**src/rtl/usrp_tag_tx_frame_ctrl_if.sv**
```systemverilog
// Stream bundle between the tag frame sequencer, its payload generator and
// the radio TX sample path.
//   pay_*  : payload stream into the sequencer, plus the generator sync reset
//   o_*    : framed {I,Q} sample stream out of the sequencer
// master = sequencer side, slave = generator / radio side.
interface usrp_tag_tx_frame_ctrl_if #(
    parameter int unsigned DATA_WIDTH = 16
);
    logic [2*DATA_WIDTH-1:0] pay_tdata;
    logic                    pay_tvalid;
    logic                    pay_tlast;
    logic                    pay_tready;
    logic                    pay_srst;
    logic [2*DATA_WIDTH-1:0] o_tdata;
    logic                    o_tvalid;
    logic                    o_tready;

    modport master (
        input  pay_tdata, pay_tvalid, pay_tlast, o_tready,
        output pay_tready, pay_srst, o_tdata, o_tvalid
    );

    modport slave (
        output pay_tdata, pay_tvalid, pay_tlast, o_tready,
        input  pay_tready, pay_srst, o_tdata, o_tvalid
    );
endinterface

```
**src/rtl/usrp_tag_tx_frame_ctrl.sv**
```systemverilog
// Tag transmit sequencer: bursts of settle -> BPSK preamble -> gap -> payload.
// Ports: clk, reset (async active-low), start/abort/continuous/nframes control,
// prmb_addr/prmb_bit preamble ROM lookup, bus (payload in / samples out),
// fp_gpio_out/fp_gpio_ddr markers, tx_state/frame_count/busy/done status.
module usrp_tag_tx_frame_ctrl #(
    parameter int unsigned DATA_WIDTH     = 16,
    parameter int unsigned GPIO_REG_WIDTH = 12,
    parameter int unsigned NPRMB_BITS     = 2046,
    parameter int unsigned PRMB_OS        = 256,
    parameter int unsigned NGAP           = 32768,
    parameter int unsigned SETTLE_CYC     = 32,
    parameter int unsigned AMP            = 16384,
    parameter int unsigned NFRAME_WIDTH   = 8
) (
    input  logic                          clk,
    input  logic                          reset,
    input  logic                          start,
    input  logic                          abort,
    input  logic                          continuous,
    input  logic [NFRAME_WIDTH-1:0]       nframes,
    output logic [$clog2(NPRMB_BITS)-1:0] prmb_addr,
    input  logic                          prmb_bit,
    usrp_tag_tx_frame_ctrl_if.master      bus,
    output logic [GPIO_REG_WIDTH-1:0]     fp_gpio_out,
    output logic [GPIO_REG_WIDTH-1:0]     fp_gpio_ddr,
    output logic [2:0]                    tx_state,
    output logic [NFRAME_WIDTH-1:0]       frame_count,
    output logic                          busy,
    output logic                          done
);
    localparam int unsigned AW   = $clog2(NPRMB_BITS);
    localparam int unsigned OSW  = (PRMB_OS > 1) ? $clog2(PRMB_OS) : 1;
    localparam int unsigned CMAX = (NGAP > SETTLE_CYC) ? NGAP : SETTLE_CYC;
    localparam int unsigned CW   = $clog2(CMAX + 1);
    localparam int unsigned SW   = 2 * DATA_WIDTH;
    localparam int unsigned FW   = NFRAME_WIDTH;
    localparam logic [DATA_WIDTH-1:0] POS = DATA_WIDTH'(AMP);
    localparam logic [DATA_WIDTH-1:0] NEG = ~POS + DATA_WIDTH'(1);

    typedef enum logic [2:0] {
        IDLE     = 3'd0,
        SETTLE   = 3'd1,
        PREAMBLE = 3'd2,
        GAP      = 3'd3,
        PAYLOAD  = 3'd4
    } state_t;

    state_t          r_state, w_state;
    logic [OSW-1:0]  r_os, w_os;
    logic [AW-1:0]   r_addr, w_addr;
    logic [CW-1:0]   r_cnt, w_cnt;
    logic            r_cont, w_cont;
    logic [FW-1:0]   r_nfr, w_nfr;
    logic [FW-1:0]   r_fc, w_fc;
    logic            r_done, w_done;
    logic            r_tvalid, w_tvalid;
    logic [SW-1:0]   r_tdata, w_tdata;
    logic            r_srst;
    logic [2:0]      r_gpio;
    logic            w_ld;
    logic            w_pay_tready_c;
    logic            w_xfer;
    logic [FW:0]     w_fc_inc;

    // Output register may take a new beat when empty or being drained.
    assign w_ld     = !r_tvalid || bus.o_tready;
    assign w_xfer   = bus.pay_tvalid && w_pay_tready_c;
    assign w_fc_inc = {1'b0, r_fc} + (FW+1)'(1);

    // Next-state and next-register computation.
    always_comb begin
        w_state        = r_state;
        w_os           = r_os;
        w_addr         = r_addr;
        w_cnt          = r_cnt;
        w_cont         = r_cont;
        w_nfr          = r_nfr;
        w_fc           = r_fc;
        w_done         = 1'b0;
        w_tvalid       = w_ld ? 1'b0 : r_tvalid;
        w_tdata        = r_tdata;
        w_pay_tready_c = 1'b0;

        case (r_state)
            IDLE: begin
                if (start) begin
                    w_cont  = continuous;
                    w_nfr   = (nframes == '0) ? FW'(1) : nframes;
                    w_fc    = '0;
                    w_cnt   = '0;
                    w_state = SETTLE;
                end
            end
            SETTLE: begin
                if (r_cnt == CW'(SETTLE_CYC - 1)) begin
                    w_cnt   = '0;
                    w_state = PREAMBLE;
                end else begin
                    w_cnt = r_cnt + CW'(1);
                end
            end
            PREAMBLE: begin
                if (w_ld) begin
                    w_tvalid = 1'b1;
                    w_tdata  = prmb_bit ? {POS, POS} : {NEG, NEG};
                    if (r_os == OSW'(PRMB_OS - 1)) begin
                        w_os = '0;
                        if (r_addr == AW'(NPRMB_BITS - 1)) begin
                            w_addr  = '0;
                            w_cnt   = '0;
                            w_state = GAP;
                        end else begin
                            w_addr = r_addr + AW'(1);
                        end
                    end else begin
                        w_os = r_os + OSW'(1);
                    end
                end
            end
            GAP: begin
                if (r_cnt == CW'(NGAP - 1)) begin
                    w_cnt   = '0;
                    w_state = PAYLOAD;
                end else begin
                    w_cnt = r_cnt + CW'(1);
                end
            end
            PAYLOAD: begin
                w_pay_tready_c = w_ld;
                if (w_xfer) begin
                    w_tvalid = 1'b1;
                    w_tdata  = bus.pay_tdata;
                    if (bus.pay_tlast) begin
                        w_fc = r_fc + FW'(1);
                        if (r_cont || (w_fc_inc < {1'b0, r_nfr})) begin
                            w_cnt   = '0;
                            w_state = SETTLE;
                        end else begin
                            w_done  = 1'b1;
                            w_state = IDLE;
                        end
                    end
                end
            end
            default: w_state = IDLE;
        endcase

        // Abort overrides everything; frame_count keeps its value.
        if (abort) begin
            w_state        = IDLE;
            w_tvalid       = 1'b0;
            w_os           = '0;
            w_addr         = '0;
            w_cnt          = '0;
            w_fc           = r_fc;
            w_done         = 1'b0;
            w_pay_tready_c = 1'b0;
        end
    end

    // State and datapath registers; markers follow the next state so they
    // line up with the state they describe.
    always_ff @(posedge clk or negedge reset) begin
        if (!reset) begin
            r_state  <= IDLE;
            r_os     <= '0;
            r_addr   <= '0;
            r_cnt    <= '0;
            r_cont   <= 1'b0;
            r_nfr    <= '0;
            r_fc     <= '0;
            r_done   <= 1'b0;
            r_tvalid <= 1'b0;
            r_tdata  <= '0;
            r_srst   <= 1'b0;
            r_gpio   <= '0;
        end else begin
            r_state  <= w_state;
            r_os     <= w_os;
            r_addr   <= w_addr;
            r_cnt    <= w_cnt;
            r_cont   <= w_cont;
            r_nfr    <= w_nfr;
            r_fc     <= w_fc;
            r_done   <= w_done;
            r_tvalid <= w_tvalid;
            r_tdata  <= w_tdata;
            r_srst   <= (w_state == GAP);
            r_gpio   <= {(w_state == SETTLE) && (r_state != SETTLE),
                         (w_state == PAYLOAD),
                         (w_state == PREAMBLE)};
        end
    end

    assign bus.o_tdata    = r_tdata;
    assign bus.o_tvalid   = r_tvalid;
    assign bus.pay_srst   = r_srst;
    assign bus.pay_tready = w_pay_tready_c;
    assign prmb_addr      = r_addr;
    assign fp_gpio_out    = GPIO_REG_WIDTH'(r_gpio);
    assign fp_gpio_ddr    = GPIO_REG_WIDTH'(3'b111);
    assign tx_state       = r_state;
    assign frame_count    = r_fc;
    assign busy           = (r_state != IDLE);
    assign done           = r_done;
endmodule

```
**src/flat_wrapper.sv**
```systemverilog
// flat-port wrapper written by rule: the top's interface ports become plain ports
module usrp_tag_tx_frame_ctrl_flat 
#(
    parameter int unsigned DATA_WIDTH     = 16,
    parameter int unsigned GPIO_REG_WIDTH = 12,
    parameter int unsigned NPRMB_BITS     = 2046,
    parameter int unsigned PRMB_OS        = 256,
    parameter int unsigned NGAP           = 32768,
    parameter int unsigned SETTLE_CYC     = 32,
    parameter int unsigned AMP            = 16384,
    parameter int unsigned NFRAME_WIDTH   = 8
)
  (clk, reset, start, abort, continuous, nframes, prmb_addr, prmb_bit, fp_gpio_out, fp_gpio_ddr, tx_state, frame_count, busy, done, bus_pay_tdata, bus_pay_tvalid, bus_pay_tlast, bus_o_tready, bus_pay_tready, bus_pay_srst, bus_o_tdata, bus_o_tvalid);
  usrp_tag_tx_frame_ctrl_if #(.DATA_WIDTH(DATA_WIDTH)) bus_i ();
  input  logic clk;
  input  logic reset;
  input  logic start;
  input  logic abort;
  input  logic continuous;
  input  logic [NFRAME_WIDTH-1:0] nframes;
  output logic [$clog2(NPRMB_BITS)-1:0] prmb_addr;
  input  logic prmb_bit;
  output logic [GPIO_REG_WIDTH-1:0] fp_gpio_out;
  output logic [GPIO_REG_WIDTH-1:0] fp_gpio_ddr;
  output logic [2:0] tx_state;
  output logic [NFRAME_WIDTH-1:0] frame_count;
  output logic busy;
  output logic done;
  input wire logic [$bits(bus_i.pay_tdata)-1:0] bus_pay_tdata;
  input wire logic [$bits(bus_i.pay_tvalid)-1:0] bus_pay_tvalid;
  input wire logic [$bits(bus_i.pay_tlast)-1:0] bus_pay_tlast;
  input wire logic [$bits(bus_i.o_tready)-1:0] bus_o_tready;
  output wire logic [$bits(bus_i.pay_tready)-1:0] bus_pay_tready;
  output wire logic [$bits(bus_i.pay_srst)-1:0] bus_pay_srst;
  output wire logic [$bits(bus_i.o_tdata)-1:0] bus_o_tdata;
  output wire logic [$bits(bus_i.o_tvalid)-1:0] bus_o_tvalid;
  assign bus_i.pay_tdata = bus_pay_tdata;
  assign bus_i.pay_tvalid = bus_pay_tvalid;
  assign bus_i.pay_tlast = bus_pay_tlast;
  assign bus_i.o_tready = bus_o_tready;
  assign bus_pay_tready = bus_i.pay_tready;
  assign bus_pay_srst = bus_i.pay_srst;
  assign bus_o_tdata = bus_i.o_tdata;
  assign bus_o_tvalid = bus_i.o_tvalid;
  usrp_tag_tx_frame_ctrl #(.DATA_WIDTH(DATA_WIDTH), .GPIO_REG_WIDTH(GPIO_REG_WIDTH), .NPRMB_BITS(NPRMB_BITS), .PRMB_OS(PRMB_OS), .NGAP(NGAP), .SETTLE_CYC(SETTLE_CYC), .AMP(AMP), .NFRAME_WIDTH(NFRAME_WIDTH)) u_core (.clk(clk), .reset(reset), .start(start), .abort(abort), .continuous(continuous), .nframes(nframes), .prmb_addr(prmb_addr), .prmb_bit(prmb_bit), .bus(bus_i), .fp_gpio_out(fp_gpio_out), .fp_gpio_ddr(fp_gpio_ddr), .tx_state(tx_state), .frame_count(frame_count), .busy(busy), .done(done));
endmodule
```
**config.mk**
```make
export PLATFORM = sky130hd
export DESIGN_NAME = usrp_tag_tx_frame_ctrl_flat
export DESIGN_NICKNAME = d
export VERILOG_FILES = /design/src/rtl/usrp_tag_tx_frame_ctrl_if.sv /design/src/rtl/usrp_tag_tx_frame_ctrl.sv /design/src/flat_wrapper.sv
export SDC_FILE = /design/constraint.sdc
export NUM_CORES = 1
export LEC_CHECK = 0
export BUFFER_PORTS_ARGS = -buffer_cell sky130_fd_sc_hd__buf_2
export CAP_MARGIN = 20
export CELL_PAD_IN_SITES_DETAIL_PLACEMENT = 0
export CELL_PAD_IN_SITES_GLOBAL_PLACEMENT = 2
export CORE_MARGIN = 2
export CORE_UTILIZATION = 28
export DETAILED_ROUTE_END_ITERATION = 6
export PLACE_DENSITY = 0.78
export SYNTH_ARGS = -nofsm -noshare
export SYNTH_HDL_FRONTEND = slang
export SYNTH_SLANG_ARGS = --single-unit
```
**constraint.sdc**
```tcl
create_clock -name clk -period 2.6 [get_ports clk]
set_input_delay 0 -clock clk [delete_from_list [all_inputs] [get_ports clk]]
set_output_delay 0 -clock clk [all_outputs]
set_load 0.1 [all_outputs]
```
==> impl_metrics.tcl, run 1 <==
set metrics [dict create \
    drc 0 \
    core_um2 17200 \
    cts_tree "done" \
    track_usage_pct 15.3 \
    cp.required_ps 2840 \
    min_path_type "in -> reg" \
    peakVddDrop_v 0.000313 \
    nets 801 \
    synth_edf_count 0 \
    area_delta_synth_final_pct 40.7 \
    drv_cap 0 \
    multi_input_area_um2 2450 \
    status "finished with violations" \
    powerDensity_nw_per_um2 492 \
    grt_pass1_wl_um 22300 \
    syn_area_per_cell_um2 8.82 \
    synth_area_leaders "dfrtp_1 (48%), o21ai_0 (7.6%), nand2_1 (7.1%), buf_4 (3.2%), ha_1 (3.1%)" \
    final_common_cell "buf_2" \
    drive_gt1_share_pct 29.1 \
    fin_crit_sh_pct 106 \
    worst-path-max-fanout 4 \
    clock_skew_ps 7.91 \
    firstDrtPassIters 4 \
    h-tree-depth 3 \
    fill_cells 1779 \
    ys_types 50 \
    yosysWarnings 0 \
    clk_latency_ps 360 \
    p_sw_mw 1.02 \
    total_power_mw 3.37 \
    finalSetupViolations 19 \
    start_util_pct 28.3 \
    arrival_ps 2990 \
    intPower_mw 2.34 \
    syn_inst 552 \
    viasPerCell 4.71 \
    antenna_found_initial 0 \
    dr_total_vias 4565 \
    port_buffers 110 \
    grt_max_degree 71 \
    drtAntennaViolNets 0 \
    drtIter0Drc 204 \
    place_hpwl_um 9640 \
    seq_area_frac_synth_pct 47.8 \
    route.detailed.wl_per_inst_um 14.4 \
    cts_buffers 9 \
    clk_root_buffer_cell "clkbuf_16" \
    tightest_slew_ps 528 \
    synth_top_area_share_pct 47.8 \
    die_x_um 136 \
    clk_path_buf_depth 2 \
    relSlewSlack_pct 64.8 \
    final_cell_mix "buf_2 (109), nand2_1 (91), dfrtp_1 (86)" \
    regArea_um2 2350 \
    start_kind "register" \
    clkTransAtPathRegs_ps 60 \
    synth-async-reset-ratio_pct 100 \
    leakage_nw 3.30 \
    post-route-min-period_ps 2750 \
    yosys.area.top_type "dfrtp_1" \
    grt-ovfl-total 0 \
    violations "setup timing" \
    num_antenna_cells 0 \
    timing.hold.ws_ps 7.85 \
    setup_ws_ps -152 \
    power_frac_seq_pct 44.9 \
    rows 48 \
    rsz0062_at_grt "yes" \
    max_freq_ghz 0.363 \
    grt_pass1_vias 4530 \
    pin_count 132 \
    clock-sinks 93 \
    routed_wirelength_um 14000 \
    synth-main-ff-cell "dfrtp_1" \
    endpoint_kind "register" \
    dieArea_um2 18500 \
    die_y_um 136 \
    ys_ff_latch 93 \
    syn_area_um2 4870 \
    crit_type "reg -> reg" \
    maxSlewViolCount 0 \
    clkPwrFrac_pct 37.7 \
    final_hold_viol_count 0 \
    place.gp.congestion 0.816 \
    switching_share_pct 30.4 \
    combPwrFrac_pct 17.4 \
]
-- area by class of cell --
class                   count  area share [%]
clock inverters             3           0.292
clock buffers              13            3.80
flip-flops and latches     93            34.3
repair buffers            204            21.0
multi-input cells         420            35.8
well taps                 225            4.11
inverters                  12           0.658
-- stage by stage --
| step | utilization (%) | instance area, um^2 | TNS (ps) | worst slack, ps | std cells |
|---|---|---|---|---|---|
| CTS | 39.3 | 6740 | -1980 | -157 | 970 |
| detailed placement | 34.2 | 5880 | -3140 | -270 | 896 |
| global route | 39.9 | 6850 | -4900 | -312 | 970 |
| global placement | 34.2 | 5880 | -3120 | -261 | 896 |
| floorplan | - | 5020 | -6110 | -464 | 571 |
| finish | 39.9 | 6850 | -2170 | -152 | 970 |
-- worst max-delay path: stages (launching register included) --
cell     delay [ps]
dfrtp_4         490
and3_4          200
nand3_4         100
nor2_4           50
xor2_2          180
ha_1            310
nand3_2         100
nor2_2           50
nor4_2          250
buf_4           170
a31oi_4          70
or2_4           270
buf_6           130
a211o_1         280
-- sequential cells by signal, summed over array words and instances, names as in the netlist, 3 cells and up --
name and flops:
u_core.r_cnt 16, u_core.r_nfr 8, u_core.r_gpio 3, u_core.bus.o_tdata 32
u_core.prmb_addr 11, u_core.frame_count 8, u_core.tx_state 3, u_core.r_os 8
-- final timing paths --
path                                        start                      to  slack, ps  depth (start not counted)
setup reg to reg            u_core.frame_count[2]         u_core.r_cnt[6]       -150                         13
setup / recovery            u_core.frame_count[2]         u_core.r_cnt[6]       -150                         13
hold reg to reg            u_core.bus.o_tdata[24]  u_core.bus.o_tdata[24]        480                          2
min in group asynchronous                   reset      u_core.tx_state[0]        100                          2
hold / removal                              abort     u_core.bus.o_tvalid          8                          2
max in group asynchronous                   reset  u_core.bus.o_tdata[29]       1810                          3
-- Yosys cell counts, drive strengths merged (2+ instances only) --
cell type and number:
dfrtp 93, nand2 92, o21ai 74, nor2 40, buf 26, and3 20, clkbuf 20, nand3 20
a21oi 19, nor3 19, ha 12, inv 12, a211o 11, nand4 9, nor2b 9, and2 6
nor4 6, or2 6, or3 6, xnor2 6, a22o 5, a31oi 5, o31ai 5, xor2 5
nand2b 3, a211oi 2, and4 2, conb 2, nand3b 2, nor3b 2
-- layer usage --
metal,track usage [%],share of wire [%]
met1,19.5,46
met2,24.8,48
met3,2.42,3.7
met4,8.28,2.8
met5,0,0
-- power by group through the flow --
stage / combinational, mW / sequential, mW / clock, mW
floorplan: 0.282 / 1.65 / 0
global placement: 0.505 / 1.54 / 0
detailed placement: 0.510 / 1.54 / 0
CTS: 0.581 / 1.51 / 1.32
global route: 0.623 / 1.52 / 1.37
finish: 0.585 / 1.51 / 1.27
-- cells by family (layout without fill, tap and decap cells) --
logic type | count (synthesis) | after routing | share of synthesized area [%]
buf+inv | 58 | 232 | 6.55
simple gates | 242 | 242 | 23.7
mux | 2 | 2 | 0.437
xor+xnor | 11 | 11 | 1.98
compound gates | 132 | 132 | 16.2
fa+ha+maj | 12 | 12 | 3.08
other cells | 2 | 21 | 0.154
flops | 93 | 93 | 47.8
-- what timing repair did --
item,in CTS,in global routing
buffers inserted,16,10
pin swaps,16,8
endpoints found under the hold margin,106,0
gates cloned,1,0
endpoints found under the setup margin,17,21
gates resized for setup,12,24
hold buffers,42,0
(Power assumes the default switching activity.)
==> inputs of run 2 (changes only) <==
CORE_UTILIZATION = 33   (was 28)
MAX_ROUTING_LAYER = met4   (was default)
PLACE_DENSITY = 0.87   (was 0.78)
clock period = 3.5 ns   (was 2.6 ns; I/O delays follow)
==> run 2 against run 1 <==
The flow now finishes without violations. Register-to-register slack better by 460 ps. Via count fell by 3.6%. Flip-flop and latch count did not move. Routed wire length down 8.1%. Global-route usage is 1.7 points higher. Sequential share of layout area increased by 3.0 points. Design area fell by 8.5%. Core utilization is 3.4 points higher. Largest cell class is now sequential cells.
==> impl_metrics.tcl, run 2 (synthesized netlist as in run 1, its figures left out) <==
set metrics [dict create \
    final_area_um2 6260 \
    grt_pass1_vias 4221 \
    grt_max_degree 69 \
    stdcell_count 884 \
    post-place-ws_ps 144 \
    power_frac_seq_pct 43.2 \
    cp_num_buf_inv 0 \
    die_x_um 125 \
    drv_cap 0 \
    rows 44 \
    place.gp.congestion 0.862 \
    die_y_um 125 \
    drtAntennaViolNets 0 \
    dieArea_um2 15700 \
    clock-sinks 93 \
    final_hold_viol_count 0 \
    critical-path-top-delay-family "simple AND/OR/NAND/NOR gates" \
    viasPerCell 4.98 \
    status "finished, final reports clean" \
    endpoint_kind "register" \
    start_kind "register" \
    min_path_type "in -> reg" \
    use_met2_pct 25.8 \
    tightest_slew_ps 978 \
    dr_total_vias 4402 \
    clk_latency_ps 350 \
    h-tree-depth 3 \
    worst-path-max-fanout 14 \
    critPathSlowestCell "or2_1" \
    combPwrFrac_pct 15.3 \
    fin_crit_sh_pct 91.3 \
    arrival_ps 3430 \
    setup_ws_ps 304 \
    postLayoutCoreUtil_pct 43.3 \
    track_usage_pct 17.0 \
    grt_pass1_wl_um 21200 \
    rrSetupSlack_ps 300 \
    powerDensity_nw_per_um2 416 \
    routed_wirelength_um 12900 \
    finalSetupViolations 0 \
    cp.required_ps 3730 \
    clkPwrFrac_pct 41.5 \
    post-route-min-period_ps 3200 \
    fin_setup_tns_ps 0 \
    drc 0 \
    cts_buffers 9 \
    grt-ovfl-total 0 \
    area_delta_synth_final_pct 28.7 \
    use_met1_pct 22.5 \
    clk_path_buf_depth 2 \
    nets 756 \
    place_hpwl_um 8740 \
    gr-max-usage-layer "met2" \
    clock_skew_ps 6.74 \
    max_freq_ghz 0.313 \
    min_to "u_core.bus.o_tdata[31]" \
    critical-path-max-stage-delay_ps 440 \
    antenna_found_initial 0 \
    intPower_mw 1.87 \
    switching_share_pct 28.3 \
    maxSlewViolCount 0 \
    peakVddDrop_v 0.000225 \
    final_cell_mix "buf_2 (109), nand2_1 (91), dfrtp_1 (90)" \
    pin_count 132 \
    hp-start "prmb_bit" \
    postPlaceCellArea_um2 5500 \
    firstDrtPassIters 4 \
    clk_root_buffer_cell "clkbuf_16" \
    met3_usage_pct 2.31 \
    leakage_nw 3.07 \
    clkTransAtPathRegs_ps 60 \
    final_common_cell "buf_2" \
    start_util_pct 33.6 \
    r2r-start "u_core.frame_count[2]" \
    drtIter0Drc 306 \
    port_buffers 110 \
    crit_type "reg -> reg" \
    crit_chain "and3_1 -> nand3_1 -> nor2_1 -> xor2_1 -> ha_1 -> nand3_1 -> nor2_1 -> nor4_2 -> a31oi_1 -> or2_1 -> a221o_1" \
    r2r_end "u_core.r_cnt[2]" \
    core_um2 14500 \
    drive_gt1_share_pct 20.9 \
    rsz0062_at_grt "no" \
    dp.cells 825 \
    cts_tree "done" \
    relSlewSlack_pct 34.6 \
    route.detailed.wl_per_inst_um 14.5 \
    post-cts-setup-buffers 0 \
    num_antenna_cells 0 \
    hold_depth 4 \
    p_sw_uw 738 \
    reg2reg_depth 11 \
    largest_reg_flops 32 \
]
-- run 2: cell count changes in the layout (fill, tap and decap cells not counted), sizes merged --
cell / previous run / this run
buf: 162 / 116
bufinv: 0 / 2
clkinv: 1 / 0
clkinvlp: 2 / 1
dlygate4sd3: 42 / 43
-- run 2: how the worst max path moves through the flow --
| stage | from | end | slack, ps | depth (start not counted) |
|---|---|---|---|---|
| detailed placement | u_core.frame_count[2] | u_core.r_cnt[2] | 140 | 11 |
| global placement | u_core.frame_count[2] | u_core.r_cnt[2] | 260 | 11 |
| floorplan | u_core.frame_count[4] | u_core.r_cnt[10] | 110 | 12 |
| CTS | u_core.frame_count[2] | u_core.r_cnt[2] | 150 | 11 |
| finish | u_core.frame_count[2] | u_core.r_cnt[2] | 300 | 11 |
| global route | u_core.frame_count[2] | u_core.r_cnt[2] | 7 | 11 |
-- run 2: worst register-to-register path, cell delays in order, from the launching register on --
cell,delay [ps]
dfrtp_2,420
and3_1,260
nand3_1,190
nor2_1,170
xor2_1,200
ha_1,270
nand3_1,120
nor2_1,60
nor4_2,350
a31oi_1,190
or2_1,440
a221o_1,420
-- run 2: layer usage --
metal  vias to the layer above  wire length, um
li1                       2178                -
met1                      2095             6010
met2                       102             6070
met3                        27              455
met4                         0              331
met5                         -                0
-- run 2: power groups by stage --
stage / Clock [mW] / Sequential [mW] / Combinational (mW)
detailed placement: 0 / 1.14 / 0.363
global placement: 0 / 1.14 / 0.359
finish: 1.08 / 1.12 / 0.398
global route: 1.16 / 1.13 / 0.427
floorplan: 0 / 1.22 / 0.207
CTS: 1.12 / 1.12 / 0.400
-- run 2: final cells by class --
type | instances | area [um^2]
Clock buffer | 13 | 260
Clock inverter | 3 | 67.6
Sequential cell | 93 | 2330
Multi-Input combinational cell | 420 | 2300
Timing Repair Buffer | 159 | 1030
Inverter | 12 | 45.0
Fill cell | 1431 | 8210
Tap cell | 184 | 230
-- run 2: what timing repair did --
action,CTS,global route
setup endpoints to repair,0,15
resized for setup,0,1
hold buffers,43,0
endpoints found under the hold margin,108,0
-- run 2: metrics by stage --
stage	hold WS, ps	total power [mW]
2_1_floorplan	-296	1.43
3_3_place_gp	174	1.50
3_5_place_dp	182	1.51
4_1_cts	21.7	2.64
5_1_grt	51.2	2.71
6_report	23.1	2.60
==> inputs of run 3 (changes only) <==
CELL_PAD_IN_SITES_DETAIL_PLACEMENT = default   (was 0)
CELL_PAD_IN_SITES_GLOBAL_PLACEMENT = default   (was 2)
CORE_MARGIN = default   (was 2)
CORE_UTILIZATION = 57   (was 33)
PLACE_DENSITY = 0.88   (was 0.87)
==> run 3 against run 2 <==
Worst hold slack better by 30 ps. Routed wire length grew 4.1%. Count of clock-buffer cells in the layout fell by 4. Global-route usage is 14 points higher. Sequential share of layout area grew 1.3 points. First-iteration DRC count rose by 7.5%. Via count grew 8.0%. Flip-flop and latch count is the same. Largest power group unchanged.
==> impl_metrics.tcl, run 3 (synthesized netlist as in run 1, its figures left out) <==
set metrics [dict create \
    status "finished, final reports clean" \
    rrSetupSlack_ps 250 \
    firstDrtPassIters 6 \
    clock_skew_ps 21.9 \
    dieArea_um2 8910 \
    area_delta_synth_final_pct 24.3 \
    maxSlewViolCount 0 \
    finalSetupViolations 0 \
    route.detailed.wl_per_inst_um 16.6 \
    worst-path-max-fanout 14 \
    cts_tree "done" \
    leakage_nw 3.02 \
    place.gp.congestion 0.900 \
    peakVddDrop_v 0.000223 \
    critical-path-max-stage-delay_ps 430 \
    setup_ws_ps 246 \
    drc 0 \
    met1Wirelength_um 5110 \
    timing.hold.ws_ps 53.6 \
    cts_buffers 9 \
    rsz0062_at_grt "no" \
    dr_total_vias 4753 \
    pin_count 132 \
    rows 33 \
    critPathSlowestCell "or2_1" \
    cp_num_buf_inv 0 \
    fin_setup_tns_ps 0 \
    clk_path_buf_depth 2 \
    nets 757 \
    start_util_pct 59.0 \
    wl_met2_um 6710 \
    drive_gt1_share_pct 20.8 \
    grt-ovfl-total 0 \
    powerDensity_nw_per_um2 379 \
    fill_cells 532 \
    routed_wirelength_um 13400 \
    port_buffers 110 \
    antenna_found_initial 0 \
    final_hold_viol_count 0 \
    crit_chain "ha_1 -> and3_1 -> nand3_1 -> xnor2_1 -> ha_1 -> a21oi_1 -> nor2b_1 -> nor4_2 -> a31oi_1 -> or2_1 -> a221o_1" \
    drtAntennaViolNets 0 \
    clk_latency_ps 380 \
    maxUsedRoutingLayer "met4" \
    viasPerCell 5.90 \
    grt_max_degree 65 \
    max_freq_ghz 0.307 \
    fin_crit_sh_pct 93.0 \
    min_path_type "in -> reg" \
    track_usage_pct 31.2 \
    drv_cap 0 \
    combPwrFrac_pct 17.7 \
    place_hpwl_um 8070 \
    final_cell_mix "buf_2 (109), nand2_1 (92), dfrtp_1 (90)" \
    post-route-min-period_ps 3250 \
    post-place-ws_ps 275 \
    critical-path-top-delay-family "simple AND/OR/NAND/NOR gates" \
    postLayoutCoreUtil_pct 73.3 \
    cp.required_ps 3770 \
    relSlewSlack_pct 45.2 \
    final_common_cell "buf_2" \
    clkTransAtPathRegs_ps 110 \
    grt_pass1_wl_um 20900 \
    clock-sinks 93 \
    die_y_um 94.4 \
    endpoint_kind "register" \
    p_sw_uw 755 \
    drtIter0Drc 329 \
    stdcell_count 806 \
    crit_top_cell "ha_1" \
    clk_root_buffer_cell "clkbuf_8" \
    clkPwrFrac_pct 33.4 \
    start_kind "register" \
    core_um2 8260 \
    post-cts-setup-buffers 0 \
    largest_reg_flops 32 \
    routed-wl-met3_um 999 \
    power_frac_seq_pct 48.9 \
    tightest_slew_ps 823 \
    die_x_um 94.4 \
    switching_share_pct 32.9 \
    h-tree-depth 3 \
    crit_type "reg -> reg" \
    arrival_ps 3520 \
    grt_pass1_vias 4426 \
    intPower_mw 1.54 \
    num_antenna_cells 0 \
    dp.cells 745 \
]
[run 3: path summary, 6_finish.rpt]
| path | from | endpoint | depth (start not counted) |
|---|---|---|---|
| max | u_core.frame_count[0] | u_core.r_cnt[2] | 11 |
| max in group asynchronous | reset | u_core.bus.o_tdata[11] | 3 |
| min reg2reg | u_core.bus.o_tdata[0] | u_core.bus.o_tdata[0] | 2 |
| min in group asynchronous | reset | u_core.r_nfr[4] | 2 |
| max reg2reg | u_core.frame_count[0] | u_core.r_cnt[2] | 11 |
| min | bus_pay_tvalid | u_core.bus.o_tvalid | 5 |
[run 3: worst reg2reg max path, delay by kind of cell (launching register included)]
kind | cells | cell delay (ps)
DFF | 1 | 410
AOI/OAI and AO/OA | 3 | 780
adders and majority gates | 2 | 560
and+or+nand+nor | 5 | 1160
xor gates and xnor gates | 1 | 240
[run 3: what timing repair did]
action / 4_1_cts / 5_1_grt
gates resized for setup: 0 / 1
hold endpoints to repair: 101 / 0
endpoints found under the setup margin: 0 / 11
hold buffers: 45 / 0
[run 3: power groups by stage]
stage	registers, mW	logic [mW]	clock network (mW)
5_1_grt	1.13	0.431	0.805
2_1_floorplan	1.22	0.207	0
4_1_cts	1.12	0.399	0.761
6_report	1.12	0.406	0.766
3_5_place_dp	1.14	0.359	0
3_3_place_gp	1.14	0.351	0
[run 3: cell type report]
| cell class | instances | area [um^2] | share of cell area [%] |
|---|---|---|---|
| clock buffers | 9 | 124 | 2.05 |
| clock inverters | 7 | 80.1 | 1.32 |
| inverters | 12 | 45.0 | 0.744 |
| multi-input cells | 420 | 2300 | 38.0 |
| flip-flops and latches | 93 | 2330 | 38.5 |
| well taps | 105 | 131 | 2.17 |
| repair buffers | 160 | 1040 | 17.2 |
[run 3: stage by stage]
step / power (mW) / cell area (um^2)
6_report: 2.30 / 6050
2_1_floorplan: 1.43 / 4940
3_3_place_gp: 1.49 / 5390
5_1_grt: 2.36 / 6050
3_5_place_dp: 1.50 / 5390
4_1_cts: 2.28 / 6050
[run 3: layer usage]
metal / global-route usage, % / vias up
met4: 15.5 / 0
met1: 36.4 / 2298
met2: 51.5 / 221
met3: 6.28 / 59
met5: - / -
li1: - / 2175
